`config.mk`:
```
export PLATFORM = sky130hd
export DESIGN_NAME = arm_mc_controller
export DESIGN_NICKNAME = d
export VERILOG_FILES = /design/src/rtl/arm_mc_controller.sv
export SDC_FILE = /design/constraint.sdc
export NUM_CORES = 1
export LEC_CHECK = 0
export CAP_MARGIN = 10
export CORE_ASPECT_RATIO = 1.2
export CORE_MARGIN = 1
export CORE_UTILIZATION = 40
export CTS_CLUSTER_DIAMETER = 120
export DETAILED_ROUTE_END_ITERATION = 6
export PLACE_DENSITY = 0.84
export RECOVER_POWER = 25
export SETUP_SLACK_MARGIN = 0.05
export SYNTH_ARGS = -nofsm -noshare
export SYNTH_HDL_FRONTEND = slang
export SYNTH_SLANG_ARGS = --single-unit
```
`constraint.sdc`:
```
create_clock -name clk -period 1.89 [get_ports clk]
set_input_delay 0.2835 -clock clk [delete_from_list [all_inputs] [get_ports clk]]
set_output_delay 0.2835 -clock clk [all_outputs]
set_load 0.005 [all_outputs]
```
`src/rtl/arm_mc_controller.sv`:
```
// Multicycle ARM control unit: sequences each instruction through FETCH/DECODE/EXEC/MEM/WB
// states over one shared memory port, with a valid/ready handshake and a registered NZCV file.
module arm_mc_controller #(
    parameter bit MEM_HANDSHAKE = 1'b1,
    parameter bit COND_EN       = 1'b1
) (
    input  logic        clk,
    input  logic        reset,
    input  logic [19:0] Instr,
    input  logic [3:0]  ALUFlags,
    input  logic        mem_ready,
    output logic        mem_req,
    output logic        MemWrite,
    output logic        IRWrite,
    output logic        AdrSrc,
    output logic        PCWrite,
    output logic        RegWrite,
    output logic        ALUSrcA,
    output logic [1:0]  ALUSrcB,
    output logic [1:0]  ResultSrc,
    output logic [1:0]  ALUControl,
    output logic [1:0]  ImmSrc,
    output logic [1:0]  RegSrc,
    output logic        Shifted,
    output logic [3:0]  Flags,
    output logic        undef
);

    typedef enum logic [3:0] {
        FETCH  = 4'd0,
        DECODE = 4'd1,
        MEMADR = 4'd2,
        EXECR  = 4'd3,
        EXECI  = 4'd4,
        ALUWB  = 4'd5,
        MEMRD  = 4'd6,
        MEMWB  = 4'd7,
        MEMWR  = 4'd8,
        BRANCH = 4'd9
    } state_t;

    state_t      state_r;
    state_t      state_next_s;
    logic [3:0]  flags_r;
    logic        cond_ex_r;
    logic        cond_ex_s;
    logic        ready_s;
    logic [3:0]  cond_s;
    logic [1:0]  op_s;
    logic [5:0]  funct_s;
    logic [3:0]  cmd_s;
    logic        s_bit_s;
    logic        rd_pc_s;
    logic [1:0]  alu_ctrl_s;
    logic        shifted_s;
    logic        cmd_valid_s;
    logic        is_cmp_s;
    logic        nz_only_s;
    logic        flag_we_s;
    logic        instr_unused_s;

    // Odd condition codes are the negation of the even code below them; 1111 negates AL.
    function automatic logic cond_eval(input logic [3:0] cond, input logic [3:0] nzcv);
        logic n;
        logic z;
        logic c;
        logic v;
        logic base;
        {n, z, c, v} = nzcv;
        case (cond[3:1])
            3'b000:  base = z;
            3'b001:  base = c;
            3'b010:  base = n;
            3'b011:  base = v;
            3'b100:  base = c & ~z;
            3'b101:  base = ~(n ^ v);
            3'b110:  base = ~z & ~(n ^ v);
            default: base = 1'b1;
        endcase
        return base ^ cond[0];
    endfunction

    assign cond_s         = Instr[19:16];
    assign op_s           = Instr[15:14];
    assign funct_s        = Instr[13:8];
    assign cmd_s          = funct_s[4:1];
    assign s_bit_s        = funct_s[0];
    assign rd_pc_s        = (Instr[3:0] == 4'd15);
    assign instr_unused_s = ^Instr[7:4];

    assign ready_s   = MEM_HANDSHAKE ? mem_ready : 1'b1;
    assign cond_ex_s = COND_EN ? cond_eval(cond_s, flags_r) : 1'b1;
    assign Flags     = flags_r;
    assign ImmSrc    = op_s;
    assign RegSrc    = {(op_s == 2'b01), (op_s == 2'b10)};

    // Data-processing command decode: ALU op, MOV shifter select, CMP and NZ-only flag update.
    always_comb begin
        alu_ctrl_s  = 2'b00;
        shifted_s   = 1'b0;
        cmd_valid_s = 1'b1;
        is_cmp_s    = 1'b0;
        nz_only_s   = 1'b0;
        case (cmd_s)
            4'b0100: alu_ctrl_s = 2'b00;
            4'b0010: alu_ctrl_s = 2'b01;
            4'b0000: begin alu_ctrl_s = 2'b10; nz_only_s = 1'b1; end
            4'b1100: begin alu_ctrl_s = 2'b11; nz_only_s = 1'b1; end
            4'b1010: begin alu_ctrl_s = 2'b01; is_cmp_s  = 1'b1; end
            4'b1101: begin shifted_s  = 1'b1;  nz_only_s = 1'b1; end
            default: cmd_valid_s = 1'b0;
        endcase
    end

    assign flag_we_s = ((state_r == EXECR) || (state_r == EXECI)) && (s_bit_s || is_cmp_s) && cond_ex_r;

    // State register.
    always_ff @(posedge clk) begin
        if (reset) begin
            state_r <= FETCH;
        end else begin
            state_r <= state_next_s;
        end
    end

    // Condition is judged once in DECODE so an S-form cannot veto its own writeback.
    always_ff @(posedge clk) begin
        if (reset) begin
            cond_ex_r <= 1'b0;
        end else if (state_r == DECODE) begin
            cond_ex_r <= cond_ex_s;
        end else begin
            cond_ex_r <= cond_ex_r;
        end
    end

    // NZCV register; logical ops keep the previous C and V.
    always_ff @(posedge clk) begin
        if (reset) begin
            flags_r <= 4'b0000;
        end else if (flag_we_s) begin
            if (nz_only_s) begin
                flags_r <= {ALUFlags[3:2], flags_r[1:0]};
            end else begin
                flags_r <= ALUFlags;
            end
        end else begin
            flags_r <= flags_r;
        end
    end

    // Next-state and strobe generation; every strobe is forced low while reset is high.
    always_comb begin
        state_next_s = state_r;
        mem_req      = 1'b0;
        MemWrite     = 1'b0;
        IRWrite      = 1'b0;
        AdrSrc       = 1'b0;
        PCWrite      = 1'b0;
        RegWrite     = 1'b0;
        ALUSrcA      = 1'b0;
        ALUSrcB      = 2'b00;
        ResultSrc    = 2'b00;
        ALUControl   = 2'b00;
        Shifted      = 1'b0;
        undef        = 1'b0;
        if (reset) begin
            state_next_s = FETCH;
        end else begin
            case (state_r)
                FETCH: begin
                    mem_req      = 1'b1;
                    ALUSrcA      = 1'b1;
                    ALUSrcB      = 2'b10;
                    ResultSrc    = 2'b10;
                    IRWrite      = ready_s;
                    PCWrite      = ready_s;
                    state_next_s = ready_s ? DECODE : FETCH;
                end
                DECODE: begin
                    ALUSrcA   = 1'b1;
                    ALUSrcB   = 2'b10;
                    ResultSrc = 2'b10;
                    case (op_s)
                        2'b00: begin
                            if (!cmd_valid_s) begin
                                undef        = 1'b1;
                                state_next_s = FETCH;
                            end else if (funct_s[5]) begin
                                state_next_s = EXECI;
                            end else begin
                                state_next_s = EXECR;
                            end
                        end
                        2'b01:   state_next_s = MEMADR;
                        2'b10:   state_next_s = BRANCH;
                        default: begin
                            undef        = 1'b1;
                            state_next_s = FETCH;
                        end
                    endcase
                end
                EXECR: begin
                    ALUSrcB      = 2'b00;
                    ALUControl   = alu_ctrl_s;
                    Shifted      = shifted_s;
                    state_next_s = ALUWB;
                end
                EXECI: begin
                    ALUSrcB      = 2'b01;
                    ALUControl   = alu_ctrl_s;
                    Shifted      = shifted_s;
                    state_next_s = ALUWB;
                end
                MEMADR: begin
                    ALUSrcB      = 2'b01;
                    state_next_s = funct_s[0] ? MEMRD : MEMWR;
                end
                ALUWB: begin
                    RegWrite     = cond_ex_r & ~is_cmp_s & ~rd_pc_s;
                    PCWrite      = cond_ex_r & rd_pc_s;
                    state_next_s = FETCH;
                end
                MEMRD: begin
                    mem_req      = 1'b1;
                    AdrSrc       = 1'b1;
                    state_next_s = ready_s ? MEMWB : MEMRD;
                end
                MEMWB: begin
                    ResultSrc    = 2'b01;
                    RegWrite     = cond_ex_r & ~rd_pc_s;
                    PCWrite      = cond_ex_r & rd_pc_s;
                    state_next_s = FETCH;
                end
                MEMWR: begin
                    AdrSrc = 1'b1;
                    if (cond_ex_r) begin
                        mem_req      = 1'b1;
                        MemWrite     = 1'b1;
                        state_next_s = ready_s ? FETCH : MEMWR;
                    end else begin
                        state_next_s = FETCH;
                    end
                end
                BRANCH: begin
                    ALUSrcA      = 1'b1;
                    ALUSrcB      = 2'b01;
                    ResultSrc    = 2'b10;
                    PCWrite      = cond_ex_r;
                    state_next_s = FETCH;
                end
                default: state_next_s = FETCH;
            endcase
        end
    end

endmodule

```
==> out/metrics.csv <==
metric,value,unit
outcome,"complete, but fails checks",
violations,setup timing,
synthTopCellsByArea,"dfxtp_1, ha_1, a21oi_1",
grt_max_degree,12,
ys_ff_latch,9,
routed_wirelength,4.79,mm
slew_viol_final,0,
rsz0062_at_grt,true,
power.switching,0.271,mW
cellInternalPower,0.491,mW
synth_area,972,um2
synth_area_per_cell,7.48,um2
min_period,2.16,ns
synth_common_cells,"nor2_1, a21oi_1, dfxtp_1, nand2_1",
arrival,1.87,ns
setup_tns,-1.32,ns
track_usage,0.331,
crit_required,1.61,ns
gp_congestion,0.824,
tightest_slew,0.491,ns
start_util,0.422,
drtPass1Iterations,4,
dp_hpwl,2.53,mm
path_clk_slew,0.07,ns
clock_power_share,0.208,
clk_latency,0.27,ns
synthArstFlopShare,0,
grt_pass1_vias,1394,
post-place-cells,227,
setup_viol,9,
htree_levels,1,
first_iter_violations,84,
setup_ws,-0.266,ns
num_vias,1483,
clockBufferDepth,2,
die_w,47.0,um
leakage,0.828,nW
yosysTopAreaCellShare,0.185,
ys.flop_type,dfxtp_1,
hold_class,flop to flop,
ir_worst_vdd,0.510,mV
tritoncts,done,
netlist_instances,130,
power,0.762,mW
fill_cells,133,
cp_max_fo,3,
synth_edf_count,0,
port_buffers,45,
grt.overflow.total,0,
max_cap_viol_count,0,
fin_skew,0.00774,ns
utilization,0.842,
cts_sinks,9,
grt_pass1_wl,6.44,mm
post-route-period-util,1.14,
drive_gt1_frac,0.415,
power_density,392,nW/um2
ys_types,48,
crit_path_start_kind,flop,
cts_root_buf,clkbuf_4,
antenna_left,0,
relSlewSlack,0.673,
holdBufCountCts,0,
cts_made_buffers,3,
synth_most_common_cell,nor2_1,
worstSetupPathType,flop to output port,
synth_warnings,0,
dieArea,2630,um2
seq_area_frac_synth,0.185,
slowest_stage,or3b_4,
fin_area,1940,um2
max_stage_delay,0.39,ns
multi_input_area,898,um2
hold_slack,0.523,ns
synth_area_leader_cell,dfxtp_1,
syn_nets,162,
die_h,56.0,um
critPathCaptureType,output port,
stdcell_count,248,
synthToLayoutAreaGrowth,99.7,%
hold_violations,0,
comb_power_share,0.514,
maxClockFrequency,464,MHz
place_ws,-0.508,ns
power_frac_seq,0.278,
drc,0,
io_pins,50,
via_per_inst,5.98,
rows,19,
nNetsFinal,250,
crit_chain,or3b_4 -> a21o_1 -> or3_4 -> nor3_2 -> buf_2,
core,2310,um2
antenna_found_initial,0,
wl_per_cell,19.3,um
seqCellArea,188,um2
diodes,0,
sw_frac_of_total,0.356,
post_dp_cell_area,1640,um2
==> cell type report <==
| cell class | instances | share of cell area |
|---|---|---|
| clock buffer | 3 | 0.0116 |
| sequential | 9 | 0.0966 |
| inverter | 4 | 0.00773 |
| timing repair buffer | 91 | 0.399 |
| tap | 31 | 0.0200 |
| multi-input combinational | 109 | 0.463 |
| clock inverter | 1 | 0.00258 |
==> power by group through the flow <==
stage / clock (mW) / sequential [mW] / combinational, mW
floorplan: 0 / 0.209 / 0.117
global placement: 0 / 0.210 / 0.277
detailed placement: 0 / 0.211 / 0.290
CTS: 0.157 / 0.208 / 0.319
global route: 0.167 / 0.212 / 0.412
finish: 0.158 / 0.212 / 0.392
==> state kept, by name (all words and copies together), names as in the netlist <==
name and count:
Flags 4, state_r 4, cond_ex_r 1
==> metal layers <==
layer / vias to the layer above / routed length (um) / GRT usage
met1: 681 / 1770 / 0.378
met4: 0 / 290 / 0.163
met2: 105 / 2430 / 0.552
li1: 662 / - / -
met3: 35 / 302 / 0.0682
met5: - / 0 / 0
==> final timing paths <==
check | from | endpoint | slack [ns] | depth (start not counted)
max | state_r[2] | ALUControl[1] | -0.27 | 5
min | Flags[2] | Flags[2] | 0.52 | 2
max reg2reg | state_r[3] | state_r[3] | 0.08 | 5
min reg2reg | Flags[2] | Flags[2] | 0.52 | 2
==> timing repair <==
item,in CTS,in global routing
pin swaps,7,8
setup endpoints to repair,17,16
cloned,0,0
setup buffers,9,8
resized for setup,74,29
==> critical path, delay by kind of cell, from the launching register on <==
kind                   cells  cell delay [ns]
AOI/OAI and AO/OA          1             0.20
buffers and inverters      1             0.13
DFF                        1             0.35
and+or+nand+nor            3             0.91
==> cell families after synthesis <==
kind of cell | Yosys count | share of synthesized area
AND/OR/NAND/NOR | 62 | 0.399
adder cells (fa/ha/maj) | 5 | 0.0644
buffers and inverters | 12 | 0.0540
AO/OA/AOI/OAI | 36 | 0.236
flip-flops | 9 | 0.185
multiplexers | 4 | 0.0438
XOR/XNOR | 2 | 0.0180
==> placed cells by master (no fill, tap or decap), types with 2 or more instances in the layout <==
master           count
nor2b_4              3
buf_6                7
clkdlybuf4s50_1     20
dfxtp_1              5
clkbuf_1             3
clkbuf_4             3
ha_1                 5
or3_1                3
buf_4               33
mux2i_1              2
a21oi_1              8
nor2_4               2
nand2_1              4
dfxtp_2              3
o21ai_1              4
dlygate4sd2_1        9
nand4_1              4
nor2_1               7
buf_2                9
a22oi_2              2
o21ai_0              4
a31oi_1              3
nand3_1              4
nand2_2              3
nand2b_1             5
nor2b_1              3
inv_1                4
buf_8                2
dlygate4sd3_1        3
nand3b_1             3
clkbuf_2             2
Note: power is estimated with default switching activity, not from simulation.
